==> src/rtl/booth_mul_seq.sv <==
// Sequential radix-4 Booth signed multiplier with a start/busy/done handshake.
// Optional BOOTH_MUL_ZERO_SKIP_EN: zero operands finish immediately without entering RUN.
module booth_mul_seq #(
  parameter int WIDTH = 32
) (
  input  logic               clk,
  input  logic               rst_n,
  input  logic               start,
  input  logic [WIDTH-1:0]   in_A,
  input  logic [WIDTH-1:0]   in_B,
  output logic               busy,
  output logic               done,
  output logic [2*WIDTH-1:0] out_Prod
);

  typedef enum logic [1:0] {IDLE, RUN, DONE} state_t;

  localparam int STEPS = WIDTH / 2;
  localparam int CNT_W = (STEPS > 1) ? $clog2(STEPS) : 1;
  localparam int AW    = WIDTH + 2;
  localparam logic [CNT_W-1:0] LAST_STEP = CNT_W'(STEPS - 1);

  state_t             state_q, state_d;
  logic [WIDTH-1:0]   mcand_q, mcand_d;
  logic [WIDTH-1:0]   mplier_q, mplier_d;
  logic               bprev_q, bprev_d;
  logic [AW-1:0]      acc_hi_q, acc_hi_d;
  logic [WIDTH-1:0]   acc_lo_q, acc_lo_d;
  logic [CNT_W-1:0]   step_q, step_d;
  logic [2*WIDTH-1:0] prod_q, prod_d;

  logic [AW-1:0]      mag, addend, sum, hi_shift;
  logic [WIDTH-1:0]   lo_shift;
  logic               neg;

  // Booth recoding of the current bit-pair plus the previously retired bit
  always_comb begin
    mag = '0;
    neg = 1'b0;
    case ({mplier_q[1:0], bprev_q})
      3'b001, 3'b010: mag = {{2{mcand_q[WIDTH-1]}}, mcand_q};
      3'b011:         mag = {mcand_q[WIDTH-1], mcand_q, 1'b0};
      3'b100: begin
        mag = {mcand_q[WIDTH-1], mcand_q, 1'b0};
        neg = 1'b1;
      end
      3'b101, 3'b110: begin
        mag = {{2{mcand_q[WIDTH-1]}}, mcand_q};
        neg = 1'b1;
      end
      default: begin
        mag = '0;
        neg = 1'b0;
      end
    endcase
    addend   = neg ? ~mag : mag;
    sum      = acc_hi_q + addend + {{(AW-1){1'b0}}, neg};
    hi_shift = {{2{sum[AW-1]}}, sum[AW-1:2]};
    lo_shift = {sum[1:0], acc_lo_q[WIDTH-1:2]};
  end

  always_comb begin
    state_d  = state_q;
    mcand_d  = mcand_q;
    mplier_d = mplier_q;
    bprev_d  = bprev_q;
    acc_hi_d = acc_hi_q;
    acc_lo_d = acc_lo_q;
    step_d   = step_q;
    prod_d   = prod_q;
    case (state_q)
      IDLE, DONE: begin
        state_d = IDLE;
        if (start) begin
          state_d  = RUN;
          mcand_d  = in_A;
          mplier_d = in_B;
          bprev_d  = 1'b0;
          acc_hi_d = '0;
          acc_lo_d = '0;
          step_d   = '0;
`ifdef BOOTH_MUL_ZERO_SKIP_EN
          if ((in_A == '0) || (in_B == '0)) begin
            state_d = DONE;
            prod_d  = '0;
          end
`endif
        end
      end
      RUN: begin
        acc_hi_d = hi_shift;
        acc_lo_d = lo_shift;
        mplier_d = {2'b00, mplier_q[WIDTH-1:2]};
        bprev_d  = mplier_q[1];
        step_d   = step_q + CNT_W'(1);
        // low WIDTH bits of the shifted high half carry the product's HI word
        if (step_q == LAST_STEP) begin
          state_d = DONE;
          prod_d  = {hi_shift[WIDTH-1:0], lo_shift};
        end
      end
      default: state_d = IDLE;
    endcase
  end

  always_ff @(posedge clk or negedge rst_n) begin
    if (!rst_n) begin
      state_q  <= IDLE;
      mcand_q  <= '0;
      mplier_q <= '0;
      bprev_q  <= 1'b0;
      acc_hi_q <= '0;
      acc_lo_q <= '0;
      step_q   <= '0;
      prod_q   <= '0;
    end else begin
      state_q  <= state_d;
      mcand_q  <= mcand_d;
      mplier_q <= mplier_d;
      bprev_q  <= bprev_d;
      acc_hi_q <= acc_hi_d;
      acc_lo_q <= acc_lo_d;
      step_q   <= step_d;
      prod_q   <= prod_d;
    end
  end

  assign busy     = (state_q == RUN);
  assign done     = (state_q == DONE);
  assign out_Prod = prod_q;

endmodule

==> config.mk <==
export PLATFORM = sky130hd
export DESIGN_NAME = booth_mul_seq
export DESIGN_NICKNAME = d
export VERILOG_FILES = /design/src/rtl/booth_mul_seq.sv
export SDC_FILE = /design/constraint.sdc
export NUM_CORES = 1
export LEC_CHECK = 0
export CORE_AREA = 3 3 198 123
export CTS_CLUSTER_DIAMETER = 30
export DETAILED_ROUTE_END_ITERATION = 6
export DIE_AREA = 0 0 201 126
export PLACE_DENSITY = 0.66
export SKIP_CTS_REPAIR_TIMING = 1
export SYNTH_ARGS = -nofsm -noshare
export SYNTH_HDL_FRONTEND = slang
export SYNTH_SLANG_ARGS = --single-unit
export TNS_END_PERCENT = 50
==> constraint.sdc <==
create_clock -name clk -period 9.55 [get_ports clk]
set_input_delay 0.955 -clock clk [delete_from_list [all_inputs] [get_ports clk]]
set_output_delay 0.955 -clock clk [all_outputs]
set_load 0.02 [all_outputs]
# Word-level counts from Yosys, hierarchy flattened
# Index checks and enable logic that the tools add are counted.
[word_totals]
reg_bits = 201
inputBits = 67
out_inout_bits = 66
wordCells = 48
[classes]
n_addsub = 3
n_eq_ne = 11
mux = 16
bitwise_logic = 1
reduce_logical = 9
[ops]
columns = ["operator", "count"]
rows = [
  ["$pmux 34 s2", 2],
  ["$pmux 32 s2", 2],
  ["$mux 34", 2],
  ["$mux 32", 2],
  ["$add 34x1->34", 1],
  ["$add 34x34->34", 1],
  ["$not 34->34", 1],
  ["$eq 3x3->1 const B", 3],
  ["$pmux 4 s2", 1],
  ["$eq 3x2->1 const B", 2],
  ["$reduce_and 2->1", 3],
  ["$add 4x1->4 const B", 1],
  ["$eq 4x4->1 const B", 1],
  ["$mux 4", 1],
  ["$pmux 2 s2", 1],
  ["$reduce_or 2->1", 2],
  ["$reduce_or 4->1", 1],
  ["$eq 3x1->1 const B", 1],
  ["$mux 1", 3],
  ["$reduce_or 3->1", 1],
  ["$eq 2x1->1 const B", 1],
  ["$eq 2x2->1 const B", 1],
  ["$logic_not 2->1", 1],
  ["$mux 2", 1],
  ["other kinds (4)", 4],
]

# Longest topological paths before layout
[depth]
depth_word = 8
depth_mapped = 15
depth_no_buf = 14

# Worst setup path before layout
# Ideal clock, no wire load.
[synth_path]
path_kind = "register -> register"
start = "register mplier_q[0]"
end = "register prod_q[47] (netlist: out_Prod[47])"
setup_time_ns = 0.125
t_arrival_ns = 3.476
required_ns = 9.425
setup_slack_ns = 5.949
stages_incl_launch_ff = 16
path_buffers = 3
period_less_slack_ns = 3.601
path_cell_list = "dfrtp_1 -> inv_1 -> ha_1 -> o31a_1 -> buf_2 -> buf_1 -> xnor2_1 -> ha_1 -> buf_2 -> nand3_2 -> or3_1 -> a211oi_2 -> and4bb_1 -> or2_1 -> xnor2_1 -> mux2_2"
[synth_via]
elab_chain_cells = 7
elab_cells_between_ends = 15
cone_classes = "add/sub (2); eq/ne (6); mux (3); bitwise (1); reduce/logical (3)"
[synth_rtl]
columns = ["item", "line", "text"]
rows = [
  ["start: declaration", "25", "logic [WIDTH-1:0] mplier_q, mplier_d;"],
  ["start signal: assignment", "119", "mplier_q <= mplier_d;"],
  ["$eq 3x3->1, or another cell as far along", "40", "case ({mplier_q[1:0], bprev_q})"],
  ["$reduce_or 4->1 (no source line) / $reduce_or 2->1 (equally long branches)", "-", ""],
  ["$pmux 34 s2", "40", ""],
  ["$not 34->34", "56", "addend = neg ? ~mag : mag;"],
  ["$mux 34", "56", ""],
  ["$add 34x34->34", "57", "sum = acc_hi_q + addend + {{(AW-1){1'b0}}, neg};"],
  ["$add 34x1->34 (*)", "57", ""],
  ["end signal: assignment", "124", "prod_q <= prod_d;"],
  ["end: declaration", "30", "logic [2*WIDTH-1:0] prod_q, prod_d;"],
]
# Every way passes the cells marked *; elsewhere a longest branch is shown, timed or not.
# A chain may end at the register's enable or synchronous reset.

# Final worst setup path
[layout_path]
start = "register mplier_q[0]"
end = "register prod_q[44] (netlist: out_Prod[44])"
# Same word-level chain as after synthesis.

==> summary.txt <==
Status - finished clean
WL final - 25,780 microns
Pre-antenna DRT Iters - 5
Skew-Pair Late Insertion Delay - 450 ps
Clock skew - 15.86 ps
R2R Setup Slk - 5010 ps
Crit share post-route - 47.55%
I/O Buffers - 132
Post-Syn Instances - 1,068
Kind of critical path - flop to flop
Die ar. - 0.02533 sq mm
Largest family of logic cells by synthesized area - compound AO/OA/AOI/OAI gates
Area growth, synth to finish - 20.96%
Most frequent cells in the layout - nand2_1, dfrtp_1, clkdlybuf4s50_1, a22oi_1, a22o_1
Synth Area per Inst - 9.458 sq um
Detailed placement HPWL - 17,470 microns
Grt ovf - 0
Startpoint Class - flop
CTS tree - built
Netlist cell types - 61
Largest net degree at the start of global routing - 72
Max Cap Viol - 0
Via count - 8,051
Post-Synth Simple-Gate Area - 17.73%
Fraction of synthesized cell area in xor and xnor cells - 4.769%
Gr usage total - 20.70%
CTS max path bufs - 2
Compound-cell area share of the yosys netlist - 18.15%
First-pass GRT wire length - 42,260 microns
Final Critical Period - 4541 ps
Worst Tran Pin Value - 1133 ps
CP required - 9890 ps
Initial antenna violation count - 0
Die W - 201 microns
Arrival @ worst endpoint - 4880 ps
Setup violators final - 0
Ant diodes - 0
Post-synth EDFFs - 0
Crit path launch - mplier_q[0]$_DFFE_PN0P_
Syn_nets - 1,173
Proportion of synthesized area in mux cells - 2.515%
Total CTS buffers - 17
Starting Density - 44.38%
Setup TNS - 0 ps
Core Rows - 43
Mapped Area - 0.01010 sq mm
Die height - 126 microns
Max-slew violation count - 0
Via density - 5.436
Synth Warn # - 0
CP max FO - 33
Ys async rst share - 100.0%
Flops & latches, synth - 197
Sequential area share after synthesis - 48.80%
Most common cell after layout, fill and taps aside - nand2_1
R2r startpoint - mplier_q[0]$_DFFE_PN0P_
Synthesized-area fraction occupied by adder cells - 4.781%
DRC marker count from the first detailed-route iteration - 549
Routed len/inst - 17.41 microns
Clock-pin slew on the worst setup and hold paths - 80 ps
DR DRC count - 0
Clk sinks - 197
Hold Crit Class - flop to flop
Hold Fails Final Rpt - 0
Max Fclk - 0.2202 GHz
Final nets - 1,258
Synth Flop Type - dfrtp_1
Final antenna-violating net count - 0
Vias in the first global route - 7,788
Endpoint type of the worst setup path - flop
H-tree levels - 4
RSZ-0062 raised after global routing - no
CORE AREA - 0.02276 sq mm
Ports - 133
Share of layout cells above drive strength 1 - 6.432%
Rel. slew slack - 24.27%
RD Place Congestion - 0.9097
CTS root buf - clkbuf_16
Min-Delay Startpoint - out_Prod[22]$_DFFE_PN0P_
==> synth_stat cells (4+ instances only) <==
library cell,n,share of area [%]
a22oi_1,60,4.5
nor3_1,10,0.50
a31oi_1,6,0.37
inv_1,9,0.33
ha_1,37,4.6
or3_1,5,0.31
xor2_1,6,0.52
buf_1,11,0.41
and2_1,7,0.43
o21a_1,6,0.45
o21ai_1,4,0.20
xnor2_1,49,4.2
nand4_1,13,0.81
a22o_1,56,4.9
mux2_2,17,1.9
nand2_1,305,11
a21oi_1,32,1.6
nand2b_1,7,0.43
dfrtp_1,197,49
mux2i_1,4,0.40
nor2_1,35,1.3
buf_2,8,0.40
and3_1,6,0.37
nand3_1,20,0.99
a21o_1,11,0.82
clkbuf_1,56,2.1
o21bai_1,7,0.52
a211o_1,4,0.35
o21ai_0,26,1.3
==> cells by family after synthesis <==
| kind of cell | count (synthesis) |
|---|---|
| adders and majority gates | 38 |
| buffers and inverters | 85 |
| DFF | 197 |
| muxes | 22 |
| xor gates and xnor gates | 55 |
| and+or+nand+nor | 425 |
| AOI/OAI and AO/OA | 246 |
==> registers in the layout, summed over array words and instances, names as in the netlist <==
signal    cells
bprev_q       1
out_Prod     64
mcand_q      32
step_q        4
state_q       2
mplier_q     32
acc_lo_q     30
acc_hi_q     32
==> metrics by stage <==
stage	hold slack [ps]	utilization (%)	area, sq um	setup slack [ps]	cells
final	472.4	53.69	12220	5009	1481
after global routing	499.0	53.69	12220	4618	1481
after floorplan	439.6	-	10100	5949	1068
after detailed placement	462.4	51.04	11620	5045	1449
after CTS	479.4	53.69	12220	5027	1481
after global placement	457.3	51.04	11620	5221	1449
==> cell type report <==
cell class | instances | area (sq um)
fill | 2060 | 10540
clock inverter | 13 | 158.9
clock buffer | 19 | 442.9
tap | 315 | 394.1
timing repair buffer | 141 | 1393
inverter | 10 | 38.79
multi-input combinational | 786 | 4861
sequential | 197 | 4930
==> critical path, stage by stage (launching register included) <==
cell	delay, ps
dfrtp_1	390
inv_1	90
ha_1	1010
nand2_1	330
mux2i_4	330
fa_1	470
nand2b_1	190
a2111oi_2	390
nor2_1	100
o21bai_1	450
a21boi_0	210
xnor2_1	190
mux2_2	270
==> metal layers <==
metal  routed length [microns]  GRT usage, %  share of wire, %  vias up
met5                         0             0                 0        -
met4                       337         4.870               1.3        0
met3                      1748         4.547               6.8       24
met2                      9679         26.55                38      275
met1                     14010         34.45                54     3843
li1                          -             -                 -     3909
==> final timing paths <==
check | endpoint | cells past startpoint
max | out_Prod[44]$_DFFE_PN0P_ | 12
min | out_Prod[22]$_DFFE_PN0P_ | 2
max reg2reg | out_Prod[44]$_DFFE_PN0P_ | 12
min reg2reg | out_Prod[22]$_DFFE_PN0P_ | 2
max in group asynchronous | mplier_q[23]$_DFFE_PN0P_ | 2
min in group asynchronous | out_Prod[40]$_DFFE_PN0P_ | 1
Power is left out: the tool's default activity adds up to more than one toggle a clock period on the data nets, which glitch-free logic cannot reach.
